==> config.mk <==
export PLATFORM = sky130hd
export DESIGN_NAME = seg7_scan_flat
export DESIGN_NICKNAME = d
export VERILOG_FILES = /design/src/rtl/seg7_scan_if.sv /design/src/rtl/seg7_scan.sv /design/src/flat_wrapper.sv
export SDC_FILE = /design/constraint.sdc
export NUM_CORES = 1
export LEC_CHECK = 0
export ABC_AREA = 1
export CORE_MARGIN = 4
export CORE_UTILIZATION = 54
export CTS_BUF_LIST = sky130_fd_sc_hd__clkbuf_4 sky130_fd_sc_hd__clkbuf_8 sky130_fd_sc_hd__clkbuf_16
export DETAILED_ROUTE_END_ITERATION = 8
export PLACE_DENSITY_LB_ADDON = 0.2
export SLEW_MARGIN = 40
export SYNTH_ARGS = -nofsm -noshare
export SYNTH_HDL_FRONTEND = slang
export SYNTH_SLANG_ARGS = --single-unit
export TNS_END_PERCENT = 50
==> constraint.sdc <==
create_clock -name clock -period 3.6 [get_ports clock]
set_clock_uncertainty 0.15 [all_clocks]
set_input_delay 0.72 -clock clock [delete_from_list [all_inputs] [get_ports clock]]
set_output_delay 0.72 -clock clock [all_outputs]
set_load 0.005 [all_outputs]
==> src/rtl/seg7_scan_if.sv <==
// seg7_scan_if: scan-driver bundle; master drives tick/value/dp_in/digit_en, slave returns an/seg/dp/frame_done
interface seg7_scan_if #(parameter int DIGITS = 4);
  logic                  tick;
  logic [4*DIGITS-1:0]   value;
  logic [DIGITS-1:0]     dp_in;
  logic [DIGITS-1:0]     digit_en;
  logic [DIGITS-1:0]     an;
  logic [6:0]            seg;
  logic                  dp;
  logic                  frame_done;
  modport master (output tick, value, dp_in, digit_en, input an, seg, dp, frame_done);
  modport slave (input tick, value, dp_in, digit_en, output an, seg, dp, frame_done);
endinterface

==> src/rtl/seg7_scan.sv <==
// seg7_scan: time-multiplexed active-low seven-segment driver with per-frame snapshot
//   clock, reset : rising-edge clock, synchronous active-high reset
//   bus.tick     : advance pulse; bus.value/dp_in/digit_en : latched at each frame wrap
//   bus.an/seg/dp: registered active-low drive; bus.frame_done: one-cycle pulse per frame
//   SEG7_LZB_EN  : when defined, leading zeros above the top nonzero nibble are blanked
module seg7_scan #(parameter int DIGITS = 4) (
  input logic       clock,
  input logic       reset,
  seg7_scan_if.slave bus
);
  localparam int IW = $clog2(DIGITS);
  typedef enum logic [1:0] {OFF, BLANK, SHOW} state_t;
  state_t state, state_n;
  logic [IW-1:0] idx, idx_n;
  logic [4*DIGITS-1:0] val_snap;
  logic [DIGITS-1:0] dp_snap, mask_snap, lz, an_n;
  logic [6:0] seg_n;
  logic dp_n, wrap, wrap_q, lit;
  function automatic logic [6:0] seg_decode(input logic [3:0] n);
    case (n)
      4'h0: return 7'h40;
      4'h1: return 7'h79;
      4'h2: return 7'h24;
      4'h3: return 7'h30;
      4'h4: return 7'h19;
      4'h5: return 7'h12;
      4'h6: return 7'h02;
      4'h7: return 7'h78;
      4'h8: return 7'h00;
      4'h9: return 7'h10;
      4'hA: return 7'h08;
      4'hB: return 7'h03;
      4'hC: return 7'h46;
      4'hD: return 7'h21;
      4'hE: return 7'h06;
      default: return 7'h0E;
    endcase
  endfunction
`ifdef SEG7_LZB_EN
  logic lz_run;
  // Scan from the top digit down; a digit is blank while every nibble at or above it is zero.
  always_comb begin
    lz = '0;
    lz_run = 1'b1;
    for (int i = DIGITS - 1; i > 0; i--) begin
      lz_run = lz_run && (val_snap[4*i +: 4] == 4'h0);
      lz[i] = lz_run;
    end
  end
`else
  assign lz = '0;
`endif
  always_comb begin
    wrap = bus.tick && (idx == IW'(DIGITS - 1));
    idx_n = bus.tick ? (wrap ? '0 : idx + 1'b1) : idx;
    state_n = bus.tick ? BLANK : (state == BLANK ? SHOW : state);
    lit = (state == SHOW) && mask_snap[idx] && !lz[idx];
    an_n = lit ? ~(DIGITS'(1) << idx) : '1;
    seg_n = lit ? seg_decode(val_snap[4*idx +: 4]) : 7'h7F;
    dp_n = lit ? ~dp_snap[idx] : 1'b1;
  end
  // Outputs are registered from the current state, so a tick shows BLANK one edge
  // after it is sampled and the new digit one edge after that.
  always_ff @(posedge clock) begin
    if (reset) begin
      state <= OFF;
      idx <= IW'(DIGITS - 1);
      val_snap <= '0;
      dp_snap <= '0;
      mask_snap <= '0;
      wrap_q <= 1'b0;
      bus.an <= '1;
      bus.seg <= 7'h7F;
      bus.dp <= 1'b1;
      bus.frame_done <= 1'b0;
    end else begin
      state <= state_n;
      idx <= idx_n;
      wrap_q <= wrap;
      bus.frame_done <= wrap_q;
      bus.an <= an_n;
      bus.seg <= seg_n;
      bus.dp <= dp_n;
      if (wrap) begin
        val_snap <= bus.value;
        dp_snap <= bus.dp_in;
        mask_snap <= bus.digit_en;
      end
    end
  end
endmodule

==> src/flat_wrapper.sv <==
// flat-port wrapper written by rule: the top's interface ports become plain ports
module seg7_scan_flat 
#(parameter int DIGITS = 4)
  (clock, reset, bus_tick, bus_value, bus_dp_in, bus_digit_en, bus_an, bus_seg, bus_dp, bus_frame_done);
  seg7_scan_if #(.DIGITS(DIGITS)) bus_i ();
  input logic clock;
  input logic reset;
  input wire logic [$bits(bus_i.tick)-1:0] bus_tick;
  input wire logic [$bits(bus_i.value)-1:0] bus_value;
  input wire logic [$bits(bus_i.dp_in)-1:0] bus_dp_in;
  input wire logic [$bits(bus_i.digit_en)-1:0] bus_digit_en;
  output wire logic [$bits(bus_i.an)-1:0] bus_an;
  output wire logic [$bits(bus_i.seg)-1:0] bus_seg;
  output wire logic [$bits(bus_i.dp)-1:0] bus_dp;
  output wire logic [$bits(bus_i.frame_done)-1:0] bus_frame_done;
  assign bus_i.tick = bus_tick;
  assign bus_i.value = bus_value;
  assign bus_i.dp_in = bus_dp_in;
  assign bus_i.digit_en = bus_digit_en;
  assign bus_an = bus_i.an;
  assign bus_seg = bus_i.seg;
  assign bus_dp = bus_i.dp;
  assign bus_frame_done = bus_i.frame_done;
  seg7_scan #(.DIGITS(DIGITS)) u_core (.clock(clock), .reset(reset), .bus(bus_i));
endmodule
==> key figures <==
Global routing
  • Vias in the first global route: 1,366
  • Initial antenna violation count: 0
  • First-pass GRT wire length: 5.84 mm
  • Gr ovfl total: 0
  • All-Layer GR Usage: 0.174
  • Largest net degree at the start of global routing: 28

Layout
  • Syn-to-layout area delta: 24.2%
  • Fill cell count: 294
  • Post-Layout Cell Count: 329
  • Most common cell after layout, fill and taps aside: nor2_1
  • Layout cell share with drive strength beyond 1: 0.127
  • Register area: 841 µm²
  • Ant. Diodes: 0
  • Area of the multi-input gates: 973 µm²
  • Most frequent cells in the layout: nor2_1, nand2_1, dfxtp_1, clkdlybuf4s50_1, o21ai_0
  • Layout Nets: 319

Clocking
  • CTS clock-pin slew for the worst setup and hold paths: 0.13 ns
  • H-tree level count: 2
  • CTS tree: done
  • Cts repair resizes: 0
  • CTS root buf: clkbuf_4
  • Post-CTS Setup Bufs: 0
  • Clk_lat worst skew: 0.38 ns
  • Hold Buf Count CTS: 0
  • Clk sink count: 42
  • Cts bufs inserted: 5
  • Clock Path Buffers: 2

Floorplanning
  • Starting density of the core: 0.568
  • I/O pin count: 40
  • Die Span Y: 67.7 µm
  • Die footprint: 0.00458 mm²
  • Core Area: 0.00339 mm²
  • Row count: 21
  • Die Width: 67.7 µm

Routing
  • Routed wire per std cell: 10.8 µm
  • Router iterations before antenna repair: 4
  • DRT iter0 DRCs: 100
  • DR vias: 1,580
  • Number of remaining DRC errors: 0
  • WL final: 3.54 mm
  • Drt via density: 4.80
  • Antenna-violating nets left: 0

Synthesis
  • #FFs+latches synth: 42
  • Seq/Total Area, Yosys: 0.437
  • Syn Nets: 282
  • Cell variety after synth: 23
  • Synth Instances: 245
  • YS warnings: 0
  • Mapped Area: 0.00192 mm²
  • Average cell area after synthesis: 7.85 µm²

Place
  • Hpwl dp: 2.60 mm
  • Dpl cells: 321
  • Gpl congestion: 0.881
  • Input/output buffers: 39

STA
  • Final hold violation count: 0
  • Worst slew pin tran: 0.574 ns
  • Final period utilization: 0.574
  • Max-Slew Margin vs Limit: 0.617
  • Setup TNS: 0 ns
  • Max Clock Freq: 484 MHz
  • Count of pins over their slew limit: 0
  • Final setup viols: 0
  • Minimum clock period: 2.07 ns
  • RSZ-0062 raised after global routing: false

Power
  • Power Density: 438 mW/mm²
  • Lkg Pwr: 0.00100 µW
  • Maximum vdd ir drop: 0.259 mV
  • Tot Pwr: 1050 µW

Critical path
  • Worst Path Arrival: 1.20 ns
  • CP Launch Type: flip-flop
  • Critical Path Slowest Stage Cell: clkdlybuf4s50_1
  • Nature of the critical path endpoint: output pin
  • CP top delay family: buffers and inverters
  • Worst-path cell chain: clkdlybuf4s50_1
  • Crit path required time: 2.73 ns
  • Buf/Inv on CP: 1
  • Worst-path fanout max: 1
  • CP peak stage delay: 0.49 ns
  • CP Class: reg2out

Run
  • Max-cap violations: 0

Hold path
  • Hold Path Class: reg2reg

Status
  • Status: complete, no violations
-- synth_stat cells (all sizes together) --
cell / n / area [µm²]
nand3b: 1 / 7.51
nand2: 56 / 250
inv: 9 / 38.8
nor2: 55 / 206
a21oi: 4 / 20.0
nand4: 1 / 6.26
clkbuf: 4 / 15.0
nand3: 28 / 205
nor3b: 1 / 7.51
o21ai: 25 / 125
a22oi: 1 / 7.51
buf: 6 / 56.3
dfxtp: 42 / 841
ha: 10 / 125
o211ai: 1 / 7.51
nor3: 1 / 5.00
-- sequential cells by signal, indices dropped and copies added (netlist names) --
register and count:
u_core.bus.seg 7, u_core.dp_snap 4, u_core.state 2, u_core.bus.dp 1
u_core.val_snap 16, u_core.idx 2, u_core.wrap_q 1, u_core.bus.frame_done 1
u_core.mask_snap 4, u_core.bus.an 4
-- path summary, 6_finish.rpt --
kind	endpoint	slack (ns)	startpoint	depth (start not counted)
setup / recovery	bus_frame_done	1.53	u_core.bus.frame_done$_SDFF_PP0_	1
hold reg to reg	u_core.bus.frame_done$_SDFF_PP0_	0.27	u_core.wrap_q$_SDFF_PP0_	2
setup reg to reg	u_core.val_snap[1]$_SDFFE_PP0P_	1.54	u_core.idx[1]$_SDFFE_PP1P_	5
hold / removal	u_core.bus.frame_done$_SDFF_PP0_	0.27	u_core.wrap_q$_SDFF_PP0_	2
-- stage by stage --
| stage | setup WS, ns | util | instance area (µm²) | hold WS, ns |
|---|---|---|---|---|
| finish | 1.53 | 0.705 | 2390 | 0.271 |
| global route | 1.29 | 0.705 | 2390 | 0.278 |
| CTS | 1.52 | 0.705 | 2390 | 0.272 |
| detailed placement | 1.18 | 0.681 | 2310 | 0.253 |
| global placement | 1.23 | 0.681 | 2310 | 0.247 |
| floorplan | 1.92 | - | 1920 | 0.238 |
-- kinds of logic after synthesis --
| kind of cell | synth area share |
|---|---|
| AO/OA/AOI/OAI | 0.0832 |
| adder cells (fa/ha/maj) | 0.0650 |
| buffers and inverters | 0.0572 |
| flip-flops | 0.437 |
| AND/OR/NAND/NOR | 0.358 |
-- metal layers --
metal | vias to the layer above | share of wire | wire length [µm] | track usage
met3 | 8 | 0.049 | 173 | 0.0399
li1 | 861 | - | - | -
met2 | 34 | 0.48 | 1700 | 0.294
met1 | 677 | 0.44 | 1570 | 0.196
met4 | 0 | 0.027 | 94 | 0.109
met5 | - | 0 | 0 | 0
-- final cells by class --
type                       instances  area share
clock buffer                       5      0.0157
clock inverter                     3      0.0183
inverter                           9      0.0162
sequential                        42       0.352
tap                               46      0.0241
multi-input combinational        184       0.407
timing repair buffer              40       0.166
-- where the power goes --
part | internal (µW) | switching [µW] | total (µW)
Sequential | 495 | 19.7 | 514
Clock | 147 | 162 | 309
Combinational | 93.3 | 129 | 222
(Power assumes the default switching activity.)
